**src/rtl/ula_mul_seq.sv**
```systemverilog
// ula_mul_seq: shift-add multiply sequencer that borrows the shared ULA
// (add / shift-left ALU) through a request/grant pair and returns the low
// WIDTH bits of op_a * op_b. Because only the low bits are kept, the result
// is the same for signed and unsigned operands.
//
// Ports:
//   clk, rst_n                 clock, asynchronous active-low reset
//   start_valid/start_ready    operand handshake (ready only in IDLE)
//   op_a, op_b                 multiplicand / multiplier, sampled at accept
//   result_valid/result_ready  product handshake
//   result, result_zero        product (mod 2^WIDTH) and its zero flag
//   ula_req/ula_gnt            ULA arbitration (datapath keeps priority)
//   ula_a, ula_b, ula_ctrl     ULA operand / control drive
//   ula_result                 combinational ULA output
//
// state | meaning
// IDLE  | waiting for operands, start_ready high
// ADD   | acc <= acc + mcand through the ULA (multiplier bit 0 is set)
// SHL   | mcand <= mcand << 1 through the ULA, multiplier shifted right
// DONE  | product on result, waiting for result_ready

module ula_mul_seq #(
  parameter int WIDTH = 32
) (
  input  logic             clk,
  input  logic             rst_n,
  input  logic             start_valid,
  output logic             start_ready,
  input  logic [WIDTH-1:0] op_a,
  input  logic [WIDTH-1:0] op_b,
  output logic             result_valid,
  input  logic             result_ready,
  output logic [WIDTH-1:0] result,
  output logic             result_zero,
  output logic             ula_req,
  input  logic             ula_gnt,
  output logic [WIDTH-1:0] ula_a,
  output logic [WIDTH-1:0] ula_b,
  output logic [2:0]       ula_ctrl,
  input  logic [WIDTH-1:0] ula_result
);

  localparam logic [2:0] CTRL_ADD = 3'b000;
  localparam logic [2:0] CTRL_SHL = 3'b110;

  typedef enum logic [1:0] {
    IDLE = 2'd0,
    ADD  = 2'd1,
    SHL  = 2'd2,
    DONE = 2'd3
  } state_t;

  state_t           state;
  state_t           state_nxt;
  logic [WIDTH-1:0] acc;
  logic [WIDTH-1:0] mcand;
  logic [WIDTH-1:0] mplier;
  logic [WIDTH-1:0] mplier_sh;

  assign mplier_sh   = mplier >> 1;
  assign result      = acc;
  assign result_zero = ~|acc;

  // Nothing here looks at ula_gnt except the next-state choice, so the ULA
  // drive and the request never form a loop through the arbiter.
  always_comb begin
    state_nxt    = state;
    start_ready  = 1'b0;
    result_valid = 1'b0;
    ula_req      = 1'b0;
    ula_a        = '0;
    ula_b        = '0;
    ula_ctrl     = CTRL_ADD;
    case (state)
      IDLE: begin
        start_ready = 1'b1;
        if (start_valid) begin
          if (op_b == '0)    state_nxt = DONE;
          else if (op_b[0])  state_nxt = ADD;
          else               state_nxt = SHL;
        end
      end
      ADD: begin
        ula_req  = 1'b1;
        ula_a    = acc;
        ula_b    = mcand;
        ula_ctrl = CTRL_ADD;
        if (ula_gnt) state_nxt = SHL;
      end
      SHL: begin
        ula_req  = 1'b1;
        ula_a    = mcand;
        ula_b    = WIDTH'(1);
        ula_ctrl = CTRL_SHL;
        // Early exit as soon as no multiplier bits remain.
        if (ula_gnt) begin
          if (mplier_sh == '0)    state_nxt = DONE;
          else if (mplier_sh[0])  state_nxt = ADD;
          else                    state_nxt = SHL;
        end
      end
      DONE: begin
        result_valid = 1'b1;
        if (result_ready) state_nxt = IDLE;
      end
      default: state_nxt = IDLE;
    endcase
  end

  always_ff @(posedge clk or negedge rst_n) begin
    if (!rst_n) begin
      state  <= IDLE;
      acc    <= '0;
      mcand  <= '0;
      mplier <= '0;
    end else begin
      state <= state_nxt;
      case (state)
        IDLE: begin
          if (start_valid) begin
            mcand  <= op_a;
            mplier <= op_b;
            acc    <= '0;
          end
        end
        ADD: begin
          if (ula_gnt) acc <= ula_result;
        end
        SHL: begin
          if (ula_gnt) begin
            mcand  <= ula_result;
            mplier <= mplier_sh;
          end
        end
        default: ;
      endcase
    end
  end

endmodule

```
**config.mk**
```make
export PLATFORM = sky130hd
export DESIGN_NAME = ula_mul_seq
export DESIGN_NICKNAME = d
export VERILOG_FILES = /design/src/rtl/ula_mul_seq.sv
export SDC_FILE = /design/constraint.sdc
export NUM_CORES = 1
export LEC_CHECK = 0
export ABC_AREA = 1
export CAP_MARGIN = 25
export CORE_ASPECT_RATIO = 1.5
export CORE_MARGIN = 2
export CORE_UTILIZATION = 35
export CTS_CLUSTER_DIAMETER = 60
export DETAILED_ROUTE_END_ITERATION = 8
export PLACE_DENSITY_LB_ADDON = 0.15
export SYNTH_ARGS = -nofsm -noshare
export SYNTH_HDL_FRONTEND = slang
export SYNTH_SLANG_ARGS = --single-unit
```
**constraint.sdc**
```tcl
create_clock -name clk -period 2.33 [get_ports clk]
set_input_delay 0.5825 -clock clk [delete_from_list [all_inputs] [get_ports clk]]
set_output_delay 0.5825 -clock clk [all_outputs]
set_load 0.02 [all_outputs]
```
==> reports/metrics.csv, run 1 <==
metric;value;unit
avgViaCountPerCell;4.99;
max_cap_viol_count;0;
grt_util_met1;25.4;%
vias;5487;
cellInternalPower;6.75;mW
regToRegStartpoint;state[0]$_DFFE_PN0P_;
path_delay_family;buffers and inverters;
grt_overflow;0;
detail_route.wl_per_cell;16.4;um
fp-row-count;54;
numPortBuffers;202;
yosys_warnings;0;
clock_latency;0.34;ns
crit_path_max_cell_delay;0.37;ns
timing.critical_path.from_type;flip-flop;
antenna_violating_nets_post_route;0;
timing.critical_path.fanout_max;10;
p_seq_share;25.4;%
clock_power_share;13.5;%
clock-sinks;97;
rsz_0062_raised_after_global_routing;yes;
mappedNetlistNets;798;
tritoncts.num_buffers;9;
period_needed;2.29;ns
grt_usage;22.1;%
ioPinCount;204;
cts.clk_slew.worst_paths;0.07;ns
utilization;55.1;%
dr_iter_0_viols;254;
cts_buffer_depth;2;
routabilityCongestion;0.883;
grt_most_used_layer;met2;
synth.distinct_cells;22;
postSynthRegisterBits;97;
die_w;103;um
fin_worst_skew;0.00497;ns
dp_hpwl;12900;um
required;1.75;ns
ff2ff_path_depth;9;
max-slew-margin-rel;60.6;%
grt_use_met3;5.09;%
async_reset_ff_share;100;%
die_area;15700;um^2
finalHoldViolations;0;
crit_path_top_delay_cell;sky130_fd_sc_hd__dfrtp_1;
regToRegEndpoint;result[28]$_DFFE_PN0P_;
timing.final.max_slew_violations;0;
crit_start;state[0]$_DFFE_PN0P_;
grt_pass1_vias;5313;
setup.worst_path.class;reg -> out;
floorplan.initialDensity;35.6;%
final_worst_slack;0.0386;ns
crit_arrival;1.71;ns
synth_enable_flop_cells;0;
path_buf_inv;3;
die-height;152;um
combinationalPowerShare;61.1;%
cts_setup_buffers;0;
net_load_switching_power;5.59;mW
synthCells;693;
core;14500;um^2
wl;18000;um
net_switching_fraction_of_the_power;45.3;%
cp_cell_sequence;inv_2 -> ha_4 -> nand2_8 -> clkbuf_16 -> o22ai_1 -> buf_4;
tightestPinTransition;0.592;ns
clock_tree.root_cell;sky130_fd_sc_hd__clkbuf_16;
drc;0;
cts_tree;built;
area.growth.synth_to_final;55.0;%
leakage;3.62;nW
post-place-ws;-0.170;ns
layout_cell_share_with_drive_strength_beyond_1;17.4;%
ys.flop_type;sky130_fd_sc_hd__dfrtp_1;
postSynthAreaPerCell;7.42;um^2
end_kind;output port;
yosysSeqAreaShare;47.2;%
irDropWorstVdd;647;uV
use_met2;37.5;%
r2r_setup_slack;0.19;ns
post-route-period-util;98.3;%
grt_antenna_before_repair;3;
hold_path.class;in -> async;
dr.pass1.iters;4;
grt_start_max_net_pins;47;
final-setup-viol-count;0;
power.density;1550;nW/um^2
mappedNetlistArea;5140;um^2
htree_levels;3;
status;finished, final reports clean;
finalPower;12.3;mW
grt_first_pass_wirelength;26900;um
layout.nets;1006;
max_clock_freq;436;MHz
insertedDiodeCount;0;
## cell families after synthesis
group,share of synthesized area [%]
adders and majority gates,0.974
DFF,47.2
other,0.0729
AOI/OAI and AO/OA,16.2
and+or+nand+nor,25.5
buffers and inverters,10.1
## cells in the mapped netlist, types with 2 or more instances
library cell                 n  area (um^2)
sky130_fd_sc_hd__nor2_1    135          507
sky130_fd_sc_hd__o211ai_1    2         15.0
sky130_fd_sc_hd__inv_1      73          274
sky130_fd_sc_hd__nand3_1    33          165
sky130_fd_sc_hd__clkbuf_1   30          113
sky130_fd_sc_hd__a31oi_1    61          382
sky130_fd_sc_hd__buf_4       2         15.0
sky130_fd_sc_hd__nor4_1      8         50.1
sky130_fd_sc_hd__o22ai_1    33          206
sky130_fd_sc_hd__buf_6       5         56.3
sky130_fd_sc_hd__dfrtp_1    97         2430
sky130_fd_sc_hd__nand4_1     2         12.5
sky130_fd_sc_hd__o21ai_0    41          205
sky130_fd_sc_hd__ha_1        4         50.1
sky130_fd_sc_hd__buf_2      11         55.1
sky130_fd_sc_hd__nand2_1   150          563
## timing repair
| action | CTS | global route |
|---|---|---|
| hold buffers | 0 | 0 |
| hold endpoints to repair | 0 | 0 |
| gates cloned | 0 | 5 |
| setup endpoints to repair | 69 | 67 |
| pin swaps | 0 | 3 |
| resized for setup | 216 | 106 |
## state kept, by name, indices dropped and copies added (netlist names)
name    flops
mcand      32
mplier     31
result     32
state       2
## power by group through the flow
stage,combinational (mW),clock (mW),sequential (mW)
5_1_grt,8.20,1.79,3.25
3_3_place_gp,7.15,0,3.10
3_5_place_dp,7.27,0,3.14
6_report,7.54,1.67,3.13
2_1_floorplan,3.88,0,3.34
4_1_cts,7.08,1.71,3.13
## layout by cell type, fill, tap and decap left out, drive strengths merged, types with 8 or more instances in the layout
| cell | synthesis | layout |
|---|---|---|
| inv | 74 | 74 |
| dfrtp | 97 | 97 |
| o22ai | 33 | 33 |
| clkbuf | 30 | 20 |
| nor4 | 8 | 8 |
| clkdlybuf4s50 | 0 | 132 |
| nand3 | 33 | 33 |
| nor2 | 136 | 136 |
| o21ai | 42 | 42 |
| buf | 18 | 100 |
| nand2 | 150 | 150 |
| a31oi | 61 | 61 |
## cell type report
| cell class | instances | area, um^2 |
|---|---|---|
| Clock inverter | 3 | 90.1 |
| Inverter | 74 | 278 |
| Clock buffer | 11 | 243 |
| Multi-Input combinational cell | 474 | 2400 |
| Tap cell | 196 | 245 |
| Sequential cell | 97 | 2430 |
| Timing Repair Buffer | 245 | 2290 |
| Fill cell | 1479 | 6490 |
## routing by layer
layer	up-vias	wire length, um
li1	2686	-
met1	2539	6940
met2	209	9100
met3	49	1170
met4	4	805
met5	-	27
## worst reg2reg max path, stage by stage, from the launching register on
cell	delay (ns)
sky130_fd_sc_hd__dfrtp_1	0.37
sky130_fd_sc_hd__buf_4	0.13
sky130_fd_sc_hd__ha_2	0.24
sky130_fd_sc_hd__buf_4	0.39
sky130_fd_sc_hd__inv_1	0.11
sky130_fd_sc_hd__o21ai_0	0.34
sky130_fd_sc_hd__nor2_4	0.08
sky130_fd_sc_hd__buf_12	0.17
sky130_fd_sc_hd__nand3_1	0.07
sky130_fd_sc_hd__o21ai_0	0.09
## through the flow
| stage | instances | cell area (um^2) | hold slack (ns) | TNS, ns |
|---|---|---|---|---|
| 2_1_floorplan | 693 | 5140 | 0.287 | -2.02 |
| 3_3_place_gp | 1081 | 7580 | 0.531 | -2.83 |
| 3_5_place_dp | 1081 | 7580 | 0.543 | -6.13 |
| 4_1_cts | 1095 | 7860 | 0.254 | -0.648 |
| 5_1_grt | 1100 | 7970 | 0.278 | -0.0967 |
| 6_report | 1100 | 7970 | 0.239 | 0 |
## how the worst max path moves through the flow
| stage | to | slack [ns] | cells after the start |
|---|---|---|---|
| 4_1_cts | ula_b[31] | -0.07 | 6 |
| 2_1_floorplan | ula_a[0] | -0.07 | 6 |
| 6_report | ula_a[17] | 0.04 | 6 |
| 3_3_place_gp | ula_b[31] | -0.08 | 6 |
| 3_5_place_dp | ula_b[31] | -0.17 | 6 |
| 5_1_grt | ula_a[7] | -0.02 | 6 |
Power figures use the tool's default switching activity.
==> run 2: changes to the inputs <==
==> constraint.sdc (replaced) <==
create_clock -name clk -period 2.61 [get_ports clk]
set_input_delay 0.6525 -clock clk [delete_from_list [all_inputs] [get_ports clk]]
set_output_delay 0.6525 -clock clk [all_outputs]
set_load 0.02 [all_outputs]
==> run 2 against run 1 <==
  * Non-clock buffer count decreased by 27
  * Hold slack better by 0.11 ns
  * Clock skew is 0.00091 ns higher
  * Largest power group unchanged
==> reports/metrics.csv, run 2 (synthesized netlist as in run 1, its figures left out) <==
metric;value;unit;change
grt_usage;21.2;%;-0.81 points
path_delay_family;buffers and inverters;;
detail_route.wl_per_cell;15.7;um;-4.4%
post-route-period-util;96.6;%;
antenna_violating_nets_post_route;0;;unchanged
grt_start_max_net_pins;75;;+60%
floorplan.initialDensity;35.6;%;unchanged
crit_arrival;1.87;ns;+0.16 ns
ioPinCount;204;;unchanged
layout.nets;979;;-2.7%
area.growth.synth_to_final;45.8;%;
clock_latency;0.34;ns;about the same
setup.worst_path.class;reg -> out;;
tightestPinTransition;0.699;ns;+0.107 ns
cts_buffer_depth;2;;unchanged
irDropWorstVdd;576;uV;-11%
layout_cell_share_with_drive_strength_beyond_1;10.4;%;-7.0 points
leakage;3.39;nW;-6.5%
clock-sinks;97;;unchanged
place_area;7370;um^2;-2.8%
crit_path_max_cell_delay;0.37;ns;about the same
most-common-layout-cells;149 x sky130_fd_sc_hd__nand2_1, 136 x sky130_fd_sc_hd__clkdlybuf4s50_1, 135 x sky130_fd_sc_hd__nor2_1, 97 x sky130_fd_sc_hd__dfrtp_1, 71 x sky130_fd_sc_hd__inv_1;;
grt_pass1_vias;5180;;-2.5%
cts_tree;built;;
cts.clk_slew.worst_paths;0.07;ns;about the same
max-slew-margin-rel;53.4;%;-7.1 points
timing.critical_path.fanout_max;33;;+23
post-place-ws;0.0329;ns;+0.202 ns
max_cap_viol_count;0;;unchanged
core;14500;um^2;unchanged
grt_antenna_before_repair;3;;unchanged
period_needed;2.52;ns;
vias;5349;;-2.5%
die-height;152;um;unchanged
max_clock_freq;397;MHz;
dr_iter_0_viols;294;;+16%
rsz_0062_raised_after_global_routing;no;;
fin_worst_skew;0.00588;ns;+0.000911 ns
drc;0;;unchanged
layout.cell_area.non_filler;7490;um^2;-5.9%
tritoncts.num_buffers;9;;unchanged
cts_setup_buffers;0;;unchanged
r2r_setup_slack;0.43;ns;+0.24 ns
cp_cell_sequence;inv_1 -> ha_2 -> nand2_1 -> buf_12 -> o22ai_1 -> clkdlybuf4s15_2;;
cts_hold_repair.buffers;0;;unchanged
wl;16900;um;-6.6%
dp_hpwl;12500;um;-3.3%
finish.cell_count_without_fillers;1075;;-2.3%
timing.critical_path.from_type;flip-flop;;
grt_first_pass_wirelength;25900;um;-3.8%
finalHoldViolations;0;;unchanged
required;1.96;ns;+0.21 ns
die_w;103;um;unchanged
power.density;1330;nW/um^2;-14%
timing.final.max_slew_violations;0;;unchanged
regToRegStartpoint;state[1]$_DFFE_PN0P_;;
end_kind;output port;;
hold_path.class;in -> async;;
ff2ff_path_depth;9;;unchanged
layout.cells.most_common;sky130_fd_sc_hd__nand2_1;;
path_buf_inv;3;;unchanged
avgViaCountPerCell;4.98;;-0.25%
status;finished, final reports clean;;
die_area;15700;um^2;unchanged
numPortBuffers;202;;unchanged
fp-row-count;54;;unchanged
dr.pass1.iters;5;;+1
regToRegEndpoint;result[4]$_DFFE_PN0P_;;
finalPower;9.97;mW;-19%
routabilityCongestion;0.871;;-1.3%
filler_cell_count;1489;;+0.68%
placed_cells;1059;;-2.0%
final_worst_slack;0.0890;ns;+0.0504 ns
grt_overflow;0;;unchanged
crit_path_top_delay_cell;sky130_fd_sc_hd__dfrtp_1;;
final-setup-viol-count;0;;unchanged
clock_tree.root_cell;sky130_fd_sc_hd__clkbuf_16;;
htree_levels;3;;unchanged
crit_start;state[0]$_DFFE_PN0P_;;
## run 2: worst max path at each step
stage,endpoint,slack (ns),cells after the start
floorplan,ula_a[0],0.14,6
global placement,ula_a[20],0.10,6
detailed placement,ula_a[17],0.03,6
CTS,ula_a[23],-0.02,6
global route,ula_a[23],0.0001,6
finish,ula_a[25],0.09,6
## run 2: report_power, final
| group | total (mW) | internal, mW | switching, mW |
|---|---|---|---|
| Combinational | 5.75 | 2.15 | 3.60 |
| Sequential | 2.81 | 2.28 | 0.527 |
| Clock | 1.41 | 0.859 | 0.556 |
## run 2: layout make-up
class                      count  area [um^2]  share of cell area, %
clock buffer                  10          239                   3.19
inverter                      74          278                   3.71
tap                          196          245                   3.27
timing repair buffer         218         2000                   26.7
antenna                        1         2.50                 0.0334
sequential                    97         2430                   32.4
clock inverter                 5         80.1                   1.07
multi-input combinational    474         2220                   29.7
## run 2: layer usage
metal	GRT usage [%]	wire length, um
met3	3.58	1060
met2	37.3	8600
met4	10.5	647
met1	24.2	6510
met5	0	28
## run 2: what timing repair did
item / CTS / global route
endpoints found under the setup margin: 65 / 63
pin swaps: 1 / 0
hold endpoints to repair: 0 / 0
resized for setup: 99 / 77
## run 2: stage by stage
step                      hold slack (ns)  setup TNS, ns  util (%)
final                               0.350              0      51.8
after global routing                0.398              0      51.8
after CTS                           0.374        -0.0800      52.9
after detailed placement            0.542              0      51.0
after global placement              0.531              0      51.0
after floorplan                     0.357              0         -
